`src/rtl/imem_arbiter.sv`:
```
// imem_arbiter: two-port (fetch / loader) arbiter in front of a single-port
// 16-bit instruction memory. Alternating priority, loader exclusive lock,
// out-of-range detection and tagged one-cycle-latency read responses.
module imem_arbiter #(
  parameter int ADDR_W = 10
) (
  input  logic              clk,
  input  logic              rst,
  // fetch port
  input  logic              f_req,
  input  logic [15:0]       f_addr,
  output logic              f_gnt,
  output logic              f_rvalid,
  output logic [15:0]       f_rdata,
  // loader port
  input  logic              l_req,
  input  logic              l_we,
  input  logic [15:0]       l_addr,
  input  logic [15:0]       l_wdata,
  input  logic              l_lock,
  output logic              l_gnt,
  output logic              l_rvalid,
  output logic [15:0]       l_rdata,
  // status
  output logic [1:0]        err,
  // memory port
  output logic              mem_en,
  output logic              mem_we,
  output logic [ADDR_W-1:0] mem_addr,
  output logic [15:0]       mem_wdata,
  input  logic [15:0]       mem_rdata
);

  localparam logic [1:0] PRI_F = 2'd0;  // fetch wins ties
  localparam logic [1:0] PRI_L = 2'd1;  // loader wins ties
  localparam logic [1:0] LOCK  = 2'd2;  // loader owns the memory

  logic [1:0] state, state_nxt;
  logic       f_oor, l_oor;
  logic       rd_issue;
  logic       l_rd_busy;
  // response pipeline: one read in flight, tagged with its owner
  logic       rsp_valid;
  logic       rsp_owner;  // 0 = fetch, 1 = loader
  logic       rsp_oor;

  // Byte-offset bits select within a word and are deliberately ignored.
  logic unused_ok;
  assign unused_ok = ^{f_addr[1:0], l_addr[1:0]};

  // Any byte address above the 2^ADDR_W-word window is out of range.
  assign f_oor = (f_addr >> (ADDR_W + 2)) != 16'd0;
  assign l_oor = (l_addr >> (ADDR_W + 2)) != 16'd0;

  // Grant decode from requests and priority state; held off during reset.
  always_comb begin
    // NOTE: every always_comb output gets a default first so no path can
    // leave it unassigned and infer a latch.
    f_gnt = 1'b0;
    l_gnt = 1'b0;
    if (rst) begin
      case (state)
        PRI_F: begin
          f_gnt = f_req;
          l_gnt = l_req & ~f_req;
        end
        PRI_L: begin
          l_gnt = l_req;
          f_gnt = f_req & ~l_req;
        end
        LOCK:    l_gnt = l_req;
        default: ;
      endcase
    end
  end

  // Memory command from whichever side holds the grant this cycle.
  always_comb begin
    mem_en    = 1'b0;
    mem_we    = 1'b0;
    mem_addr  = '0;
    mem_wdata = '0;
    if (f_gnt) begin
      mem_en    = ~f_oor;
      mem_addr  = f_addr[ADDR_W+1:2];
      mem_wdata = l_wdata;
    end else if (l_gnt) begin
      mem_en    = ~l_oor;
      mem_we    = l_we & ~l_oor;  // never write outside the window
      mem_addr  = l_addr[ADDR_W+1:2];
      mem_wdata = l_wdata;
    end
  end

  assign rd_issue  = f_gnt | (l_gnt & ~l_we);
  // A loader read is outstanding if issued now or answering this cycle.
  assign l_rd_busy = (l_gnt & ~l_we) | (rsp_valid & rsp_owner);

  // Priority rotation and lock entry / exit.
  always_comb begin
    state_nxt = state;
    case (state)
      PRI_F, PRI_L: begin
        if (l_lock)     state_nxt = LOCK;
        else if (f_gnt) state_nxt = PRI_L;
        else if (l_gnt) state_nxt = PRI_F;
      end
      LOCK: begin
        if (!l_lock && !l_rd_busy) state_nxt = PRI_F;
      end
      default: state_nxt = PRI_F;
    endcase
  end

  // State, response tag and error flag registers.
  always_ff @(posedge clk or negedge rst) begin
    if (!rst) begin
      state     <= PRI_F;
      rsp_valid <= 1'b0;
      rsp_owner <= 1'b0;
      rsp_oor   <= 1'b0;
      err       <= 2'b00;
    end else begin
      // NOTE: non-blocking assignments so every register samples the
      // pre-edge values regardless of statement order.
      state     <= state_nxt;
      rsp_valid <= rd_issue;
      rsp_owner <= l_gnt;
      rsp_oor   <= f_gnt ? f_oor : l_oor;
      err       <= {l_gnt & l_oor, f_gnt & f_oor};
    end
  end

  // Route the response by owner tag; data is zero unless valid and in range.
  assign f_rvalid = rsp_valid & ~rsp_owner;
  assign l_rvalid = rsp_valid &  rsp_owner;
  assign f_rdata  = (f_rvalid && !rsp_oor) ? mem_rdata : 16'h0000;
  assign l_rdata  = (l_rvalid && !rsp_oor) ? mem_rdata : 16'h0000;

endmodule

```
`config.mk`:
```
export PLATFORM = sky130hd
export DESIGN_NAME = imem_arbiter
export DESIGN_NICKNAME = d
export VERILOG_FILES = /design/src/rtl/imem_arbiter.sv
export SDC_FILE = /design/constraint.sdc
export NUM_CORES = 1
export LEC_CHECK = 0
export BUFFER_PORTS_ARGS = -buffer_cell sky130_fd_sc_hd__buf_2
export CAP_MARGIN = 20
export CORE_MARGIN = 3
export CORE_UTILIZATION = 29
export CTS_CLUSTER_SIZE = 16
export DETAILED_ROUTE_END_ITERATION = 10
export PLACE_DENSITY = 0.77
export REMOVE_ABC_BUFFERS = 1
export SETUP_SLACK_MARGIN = 0.1
export SYNTH_ARGS = -nofsm -noshare
export SYNTH_HDL_FRONTEND = slang
export SYNTH_SLANG_ARGS = --single-unit
```
`constraint.sdc`:
```
create_clock -name clk -period 2.4 [get_ports clk]
set_input_delay 0.24 -clock clk [delete_from_list [all_inputs] [get_ports clk]]
set_output_delay 0.24 -clock clk [all_outputs]
set_load 0.005 [all_outputs]
```
### Word level (Yosys, flattened, before mapping)

Index checks and enable logic that the tools add are counted.

| cells by class | value |
|---|---|
| reduce and logical (&&, ||, !) cells | 12 |
| bitwise logic cells | 16 |
| shifts and indexed selects | 0 |
| $mul | 0 |
| equal/unequal tests | 4 |
| mux-type cells | 20 |
| magnitude comparators | 0 |
| div/mod/pow operators | 0 |
| add/sub/neg operators | 0 |

Operators by type and width:

| cell | number |
|---|---|
| 16-bit 2-to-1 mux | 4 |
| 16-bit nonzero test | 2 |
| 10-bit 2-to-1 mux | 2 |
| 1-bit AND | 8 |
| 2-bit 2-to-1 mux | 4 |
| 1-bit 2-to-1 mux | 7 |
| 1-bit inverter | 6 |
| 4-bit != test (second input constant) | 1 |
| 1-bit case mux with 2 select lines | 2 |
| 2-bit case mux with 2 select lines | 1 |
| 2-bit OR reduction | 2 |
| 1-bit logical AND | 3 |
| 1-bit zero test | 3 |
| 2-bit by 1-bit == test with 1-bit output (second input constant) | 1 |
| 2-bit == test (second input constant) | 1 |
| 2-bit zero test | 1 |
| 2-bit != test (second input constant) | 1 |
| 1-bit bitwise OR | 2 |
| 2-bit AND reduction | 1 |

| word-level totals | value |
|---|---|
| output and inout bits | 66 |
| latch bits | 0 |
| input bits | 70 |
| bits in read-only memories | 0 |
| memories kept | 0 |
| RAM bits | 0 |
| register bits after elaboration | 7 |

### Depth between registers and ports, before layout

Gate-level depths: netlist (run 1).

| logic depth | value |
|---|---|
| depth in word-level cells | 10 |
| mapped depth | 8 |
| mapped depth without buffers | 7 |

### Worst setup path after synthesis (run 1)

Ideal clock, no wire load.

| path | value |
|---|---|
| kind | register -> output |
| start point | register state[0] |
| end point | output port mem_addr[0] |
| arrival time | 1.541 ns |
| stages on the path, launching flop included | 8 |
| path slack | 0.619 ns |
| cells stage by stage | dfrtp_1 > inv_1 > ha_1 > nand2b_2 > a211o_4 > nor2_4 > buf_6 > a22o_1 |

| on the way | value |
|---|---|
| word-level cells in the longest chain between the ends | 6 |
| elaborated cells between the ends (all ways) | 10 |

RTL lines:

| item | RTL line | text |
|---|---|---|
| start, declared | 38 | `logic [1:0] state, state_nxt;` |
| start signal, assigned | 126 | `state <= state_nxt;` |
| 2-bit == test or 2-bit by 1-bit == test with 1-bit output (tied branches) | 62 | `case (state)` |
| 2-bit OR reduction (no line) | - |  |
| 1-bit case mux with 2 select lines | 62 |  |
| 1-bit 2-to-1 mux | 61 | `if (rst) begin` |
| 10-bit 2-to-1 mux | 87 | `end else if (l_gnt) begin` |
| 10-bit 2-to-1 mux (*) | 83 | `if (f_gnt) begin` |
| end, declared | 29 | `output logic [ADDR_W-1:0] mem_addr,` |

Mark *: on every way between the ends. The rest lies on a longest branch, timed or not.

### Worst setup path in the final report (run 1)

| path | value |
|---|---|
| start point | input port rst |
| end point | output port mem_we |

| on the way | value |
|---|---|
| word-level cells in the longest chain between the ends | 3 |
| elaborated cells between the ends (all ways) | 4 |

RTL lines:

| item | RTL line | text |
|---|---|---|
| start, declared | 8 | `input logic rst,` |
| 1-bit 2-to-1 mux | 61 |  |
| 1-bit 2-to-1 mux | 87 |  |
| 1-bit 2-to-1 mux (*) | 83 |  |
| end, declared | 28 | `output logic mem_we,` |

Marked as above.

==> results.yml, run 1 <==
setup_path:
  path_class: "input pin to output pin"
  crit_path_start_kind: "input pin"
  critPathMaxFanout: 9
  critPathLaunch: "rst"
  critPathRequiredTime_ns: 2.16
  r2r-start: "state[1]"
  cp-end-kind: "output pin"
  cp_data_arrival_time_ns: 1.93
power:
  pwr-share-comb_pct: 66.9
  switching_share_pct: 40.2
  leakagePower_nw: 1.05
  intPower_mw: 0.486
  power.total_mw: 0.813
  power_density_mw_per_mm2: 489
  power_switching_mw: 0.326
  pwr-share-seq_pct: 20.1
  ir_worst_vdd_v: 0.000305
  clkPwrFrac_pct: 13.0
status:
  status: "complete, no violations"
clock_tree:
  h-tree-depth: 1
  clk_pin_slew_ns: 0.05
  cts_tree: "built"
  cts_buffers: 3
  clockBufferDepth: 2
  root_buffer: "clkbuf_4"
  clock_latency_ns: 0.25
  cts.sinks: 7
grt:
  overflow: 0
  grt_pass1_vias: 1059
  grt_pass1_wl_microns: 4480
  grt_antenna_before_repair: 0
  grt_usage_pct: 16.2
  grt_max_degree: 18
synth:
  synth_edf_count: 0
  yosys.cell_types.count: 30
  synth_area_leaders: "and2_1, dfrtp_1, a22o_1"
  synth_ff_type: "dfrtp_1"
  ys_seq_area_share_pct: 19.4
  synth_warnings: 0
  ys_ff_latch: 7
  synth_commonest_cells: "and2_1, a22o_1, dfrtp_1"
  yosysMostFrequentCell: "and2_1"
  syn_inst: 110
  yosysTopAreaCellShare_pct: 33.3
  syn-cell-area_sq_um: 901
  avgSynthCellArea_sq_um: 8.19
  synth_top_cell_by_area: "and2_1"
  async_flop_share_pct: 100
timing:
  tns_ns: 0
  max-slew-margin-rel_pct: 53.1
  finClkSkew_ns: 0.00365
  finalSetupViolCount: 0
  period_share_pct: 90.4
  tightest_slew_ns: 0.700
  period_minus_slack_ns: 2.17
  hold_violations: 0
  max_freq_ghz: 0.461
  final-max-slew-violation-count: 0
  rsz0062_at_grt: "no"
route:
  highest_layer: "met4"
  wirelength_microns: 3330
  met3_length_microns: 521
  num_vias: 1263
  dr_wl_met2_microns: 1680
  dr.pass1.iters: 2
  ant_nets: 0
  drt-initial-drc-count: 24
  wl_met1_microns: 1080
  drc_errors: 0
  viasPerCell: 4.56
  drt-wirelength-per-cell_microns: 12.0
layout:
  area_growth_pct: 84.4
  fin_nets: 321
  diodes: 0
  layout-drive-gt1-share_pct: 61.4
die:
  die_area_sq_mm: 0.00381
  io_pins: 136
  core_area_sq_mm: 0.00285
  die_w_microns: 61.7
  rows: 19
  start_util_pct: 31.6
  die_y_microns: 61.7
job:
  maxCapViolCount: 0
min_path:
  holdCritStartpoint: "l_we"
  hold_path.class: "input pin to register"
place:
  hpwl_microns: 2890
  routabilityCongestion: 0.726
  portBuffers: 131
## power groups by stage
stage                     sequential [mW]  combinational (mW)  clock [mW]
after global placement              0.168               0.481           0
after global routing                0.168               0.608       0.120
final                               0.163               0.544       0.106
after CTS                           0.167               0.504       0.112
after detailed placement            0.169               0.486           0
after floorplan                     0.165               0.282           0
## worst paths after layout
kind / to / slack [ns] / depth (start not counted)
min in group asynchronous: rsp_valid / 0.38 / 2
setup reg to reg: state[1] / 0.70 / 7
hold / removal: rsp_valid / 0.23 / 2
hold reg to reg: state[1] / 0.67 / 3
setup / recovery: mem_we / 0.23 / 7
max in group asynchronous: err[1] / 1.87 / 2
## timing repair
action	4_1_cts	5_1_grt
hold endpoints to repair	7	0
setup endpoints to repair	11	28
resized for setup	0	8
hold buffers	1	0
cloned	1	0
pin swaps	2	1
setup buffers	2	1
## state kept, by name, indices dropped and copies added, names as in the netlist
register   cells
rsp_owner      1
err            2
rsp_oor        1
rsp_valid      1
state          2
## final cells by class
class                   instances  area, sq um
repair buffers                136          698
multi-input cells              93          698
inverters                       6         25.0
flip-flops and latches          7          175
fillers                       285         1190
clock buffers                   4         26.3
well taps                      31         38.8
## layout by cell type (no fill, tap or decap), types with 3 or more instances in the layout
cell type	n
and2_1	48
clkbuf_4	4
ha_1	3
buf_2	130
inv_1	4
buf_4	4
dfrtp_1	7
a22o_1	10
nor2_1	4
## per-stage QoR
step           setup WS, ns  util (%)  cell area [sq um]  hold WS, ns  instances
2_1_floorplan         0.559         -                866      -0.0556        105
3_3_place_gp          0.303      55.0               1570        0.110        268
3_5_place_dp          0.289      55.0               1570        0.112        268
4_1_cts               0.114      57.0               1630        0.216        276
5_1_grt               0.104      58.2               1660        0.223        277
6_report              0.231      58.2               1660        0.225        277
## logic make-up (layout without fill, tap and decap cells)
group | after synthesis | count (layout) | share of synthesized area [%]
buf+inv | 11 | 146 | 6.39
mux | 1 | 1 | 1.11
simple gates | 67 | 68 | 46.3
fa+ha+maj | 4 | 4 | 5.56
flops | 7 | 7 | 19.4
compound gates | 20 | 20 | 21.2
## critical path, stage by stage
cell and delay (ns):
dlygate4sd3_1 0.52, clkbuf_4 0.21, nand2_1 0.11, a211o_4 0.39, nor2_4 0.17, and3_1 0.17, buf_2 0.11
## metal layers
| metal | track usage [%] | vias to the layer above |
|---|---|---|
| met5 | 0 | - |
| met4 | 6.36 | 0 |
| met3 | 5.79 | 4 |
| met2 | 32.3 | 90 |
| met1 | 14.5 | 523 |
| li1 | - | 646 |
(Power assumes the default switching activity.)
==> inputs of run 2 (changes only) <==
Settings changed: CORE_MARGIN 3 to 2, MAX_ROUTING_LAYER set to met4.
==> results.yml, run 2 (synthesized netlist as in run 1, its figures left out) <==
timing:
  period_share_pct: 91.5
  max_freq_ghz: 0.455
  tightest_slew_ns: 0.664
  hold_violations: 0
  period_minus_slack_ns: 2.20
  tns_ns: 0
  rsz0062_at_grt: "yes"
  finClkSkew_ns: 0.00671
  final-max-slew-violation-count: 0
  finalSetupViolCount: 0
  max-slew-margin-rel_pct: 55.6
setup_path:
  path_class: "register to output pin"
  cpMostUsedCell: "inv_1"
  cp-end-kind: "output pin"
  critPathMaxFanout: 8
  cpMaxStageDelayCell: "dfrtp_1"
  path_delay_family: "flip-flops"
  cp_data_arrival_time_ns: 1.96
  critPathRequiredTime_ns: 2.16
  max_stage_delay_ns: 0.41
  crit_chain: "inv_1 > ha_4 > inv_1 > a211o_4 > nor2_4 > and3_1 > buf_2"
  crit_path_start_kind: "register"
  path_buf_inv: 3
job:
  maxCapViolCount: 0
clock_tree:
  root_buffer: "clkbuf_4"
  cts_buffers: 3
  cts_tree: "built"
  h-tree-depth: 1
  clockBufferDepth: 2
  clk_pin_slew_ns: 0.05
  cts.sinks: 7
  clock_latency_ns: 0.26
place:
  hpwl_microns: 2680
  routabilityCongestion: 0.830
  portBuffers: 131
power:
  ir_worst_vdd_v: 0.000243
  leakagePower_nw: 1.04
  power.total_mw: 0.802
  power_density_mw_per_mm2: 489
die:
  rows: 20
  start_util_pct: 30.0
  core_area_sq_mm: 0.00300
  die_y_microns: 59.7
  die_w_microns: 59.7
  io_pins: 136
  die_area_sq_mm: 0.00357
grt:
  met2_usage_pct: 30.9
  grt_usage_pct: 16.5
  overflow: 0
  grt_pass1_vias: 1044
  grt_antenna_before_repair: 0
  use_met3_pct: 3.68
  top_usage_layer: "met2"
  grt_max_degree: 18
  grtUsageMet1_pct: 16.6
  grt_pass1_wl_microns: 4270
route:
  drc_errors: 0
  drt-wirelength-per-cell_microns: 11.1
  ant_nets: 0
  drt-initial-drc-count: 10
  wirelength_microns: 3060
  viasPerCell: 4.52
  num_vias: 1248
  dr.pass1.iters: 4
min_path:
  hold_path.class: "input pin to register"
layout:
  final_common_cell: "buf_2"
  layout-drive-gt1-share_pct: 59.7
  most-common-layout-cells: "buf_2, and2_1, a22o_1"
  reg_top3: "err: 2 flops, state: 2 flops"
  diodes: 0
  fin_nets: 318
  area_growth_pct: 81.9
  postLayoutCoreUtil_pct: 54.6
status:
  status: "complete, no violations"
## run 2: path summary, 6_finish.rpt
kind	endpoint	startpoint	slack [ns]	cells after the start
max	mem_we	state[0]	0.20	7
max reg2reg	state[1]	state[1]	0.65	7
min in group asynchronous	state[1]	rst	0.37	2
max in group asynchronous	err[1]	rst	1.88	2
min reg2reg	state[1]	state[1]	0.63	2
min	err[0]	f_addr[14]	0.22	3
## run 2: routing by layer
layer	wire, microns	up-vias
li1	-	641
met1	1090	516
met2	1580	87
met3	360	4
met4	29	0
met5	0	-
## run 2: worst register-to-register path, cell delays in order (launching register included)
cell	delay, ns
dfrtp_1	0.40
inv_1	0.12
ha_1	0.21
nor2b_1	0.15
o211ai_4	0.21
buf_6	0.17
nand2_4	0.09
o311ai_1	0.29
## run 2: power breakdown
| group | total [mW] | switching, mW | internal, mW |
|---|---|---|---|
| Clock | 0.110 | 0.0464 | 0.0636 |
| Sequential | 0.167 | 0.0200 | 0.147 |
| Combinational | 0.525 | 0.260 | 0.266 |
| Total | 0.802 | 0.326 | 0.476 |
## run 2: layout make-up
cell class	instances	area, sq um
Tap cell	33	41.3
Inverter	6	25.0
Multi-Input combinational cell	93	692
Fill cell	295	1360
Clock buffer	4	26.3
Timing Repair Buffer	133	679
Sequential cell	7	175
## run 2: stage by stage
stage	worst slack, ns	hold slack (ns)	cell area, sq um	std cells
6_report	0.203	0.219	1640	276
5_1_grt	0.0714	0.224	1640	276
4_1_cts	0.119	0.220	1620	276
3_5_place_dp	0.356	0.111	1570	270
3_3_place_gp	0.377	0.109	1570	270
2_1_floorplan	0.559	-0.0556	866	105
## run 2: timing repair
action                                  4_1_cts  5_1_grt
resized for setup                             1        6
endpoints found under the hold margin         7        0
gates cloned                                  1        0
buffers inserted                              0        0
hold buffers                                  1        0
pin swaps                                     1        1
endpoints found under the setup margin       11       16
==> inputs of run 3 (changes only) <==
Settings changed: BUFFER_PORTS_ARGS -buffer_cell sky130_fd_sc_hd__buf_2 to not set, CORE_MARGIN 2 to 8, CORE_UTILIZATION 29 to 50, DONT_BUFFER_PORTS set to 1, PLACE_DENSITY 0.77 to 0.62.
==> results.yml, run 3 (synthesized netlist as in run 1, its figures left out) <==
status:
  status: "complete, no violations"
layout:
  fill_cells: 156
  fin_nets: 187
  reg_top3: "err: 2 flops, state: 2 flops"
  multi_input_area_sq_um: 674
  final_common_cell: "and2_1"
  layout-drive-gt1-share_pct: 11.6
  diodes: 0
  final_cells: 137
  final_area_sq_um: 947
  most-common-layout-cells: "and2_1, a22o_1, dfrtp_1"
  postLayoutCoreUtil_pct: 55.5
  regArea_sq_um: 175
  area_growth_pct: 5.14
route:
  drt-initial-drc-count: 20
  dr.pass1.iters: 4
  viasPerCell: 5.96
  wirelength_microns: 2980
  ant_nets: 0
  drt-wirelength-per-cell_microns: 21.7
  drc_errors: 0
  num_vias: 817
grt:
  grt_max_degree: 18
  grt_antenna_before_repair: 0
  grt_usage_pct: 15.5
  overflow: 0
  grt_pass1_wl_microns: 4210
  grt_pass1_vias: 921
timing:
  hold_violations: 0
  final-max-slew-violation-count: 0
  period_share_pct: 91.2
  max_freq_ghz: 0.457
  max-slew-margin-rel_pct: 54.3
  whs_ns: 0.108
  finalSetupViolCount: 0
  rsz0062_at_grt: "no"
  tightest_slew_ns: 0.683
  period_minus_slack_ns: 2.19
  finClkSkew_ns: 0.00457
  tns_ns: 0
  fin_ws_ns: 0.212
place:
  routabilityCongestion: 0.733
  numPlacedInstances: 130
  hpwl_microns: 2600
  post_dp_cell_area_sq_um: 897
  post-place-ws_ns: 0.371
  portBuffers: 0
die:
  start_util_pct: 52.7
  die_y_microns: 58.4
  die_area_sq_mm: 0.00342
  io_pins: 136
  die_w_microns: 58.4
  rows: 15
  core_area_sq_mm: 0.00171
setup_path:
  cp-end-kind: "output pin"
  cp_data_arrival_time_ns: 1.95
  max_stage_delay_ns: 0.42
  crit_chain: "inv_1 > ha_1 > nand2b_2 > a211o_4 > nor2_2 > a22o_1"
  path_class: "register to output pin"
  critPathRequiredTime_ns: 2.16
  cpMaxStageDelayCell: "dfrtp_1"
  critPathMaxFanout: 8
  crit_path_start_kind: "register"
clock_tree:
  cts_tree: "built"
  h-tree-depth: 1
  clk_pin_slew_ns: 0.05
  clock_latency_ns: 0.25
  cts.sinks: 7
  clockBufferDepth: 2
  root_buffer: "clkbuf_4"
  cts_buffers: 3
power:
  ir_worst_vdd_v: 0.000495
  leakagePower_nw: 0.428
  power_density_mw_per_mm2: 650
  power.total_mw: 0.615
job:
  maxCapViolCount: 0
min_path:
  hold_path.class: "input pin to register"
==> run 3: path summary, 6_finish.rpt <==
kind,end,cells past startpoint,startpoint,slack (ns)
min in group asynchronous,state[0],1,rst,0.33
max,mem_addr[8],6,state[0],0.21
max in group asynchronous,err[1],1,rst,1.81
max reg2reg,state[0],6,state[0],0.64
min reg2reg,state[1],2,state[1],0.60
min,rsp_valid,1,l_we,0.11
==> run 3: what timing repair did <==
item	in CTS	in global routing
pin swaps	1	0
hold buffers	1	0
hold endpoints to repair	7	0
cloned	0	1
buffers inserted	1	0
gates resized for setup	0	0
setup endpoints to repair	1	2
==> run 3: critical path, delay by kind of cell (launching register included) <==
kind / cells / cell delay (ns)
AND/OR/NAND/NOR: 2 / 0.31
adder cells (fa/ha/maj): 1 / 0.26
buffers and inverters: 1 / 0.12
flip-flops: 1 / 0.42
AO/OA/AOI/OAI: 2 / 0.59
==> run 3: where the power goes <==
part / internal (mW) / switching (mW)
registers: 0.147 / 0.0215
logic: 0.138 / 0.205
clock network: 0.0632 / 0.0401
==> run 3: layer usage <==
| layer | GRT usage (%) | part of all wire [%] |
|---|---|---|
| met3 | 4.57 | 13 |
| met2 | 27.2 | 51 |
| met4 | 6.29 | 0.47 |
| met5 | - | 0 |
| met1 | 15.7 | 36 |
==> run 3: layout make-up <==
cell class | count | area share (%)
timing repair buffer | 2 | 1.85
multi-input combinational | 93 | 71.2
sequential | 7 | 18.5
tap | 25 | 3.30
clock buffer | 4 | 2.77
inverter | 6 | 2.38
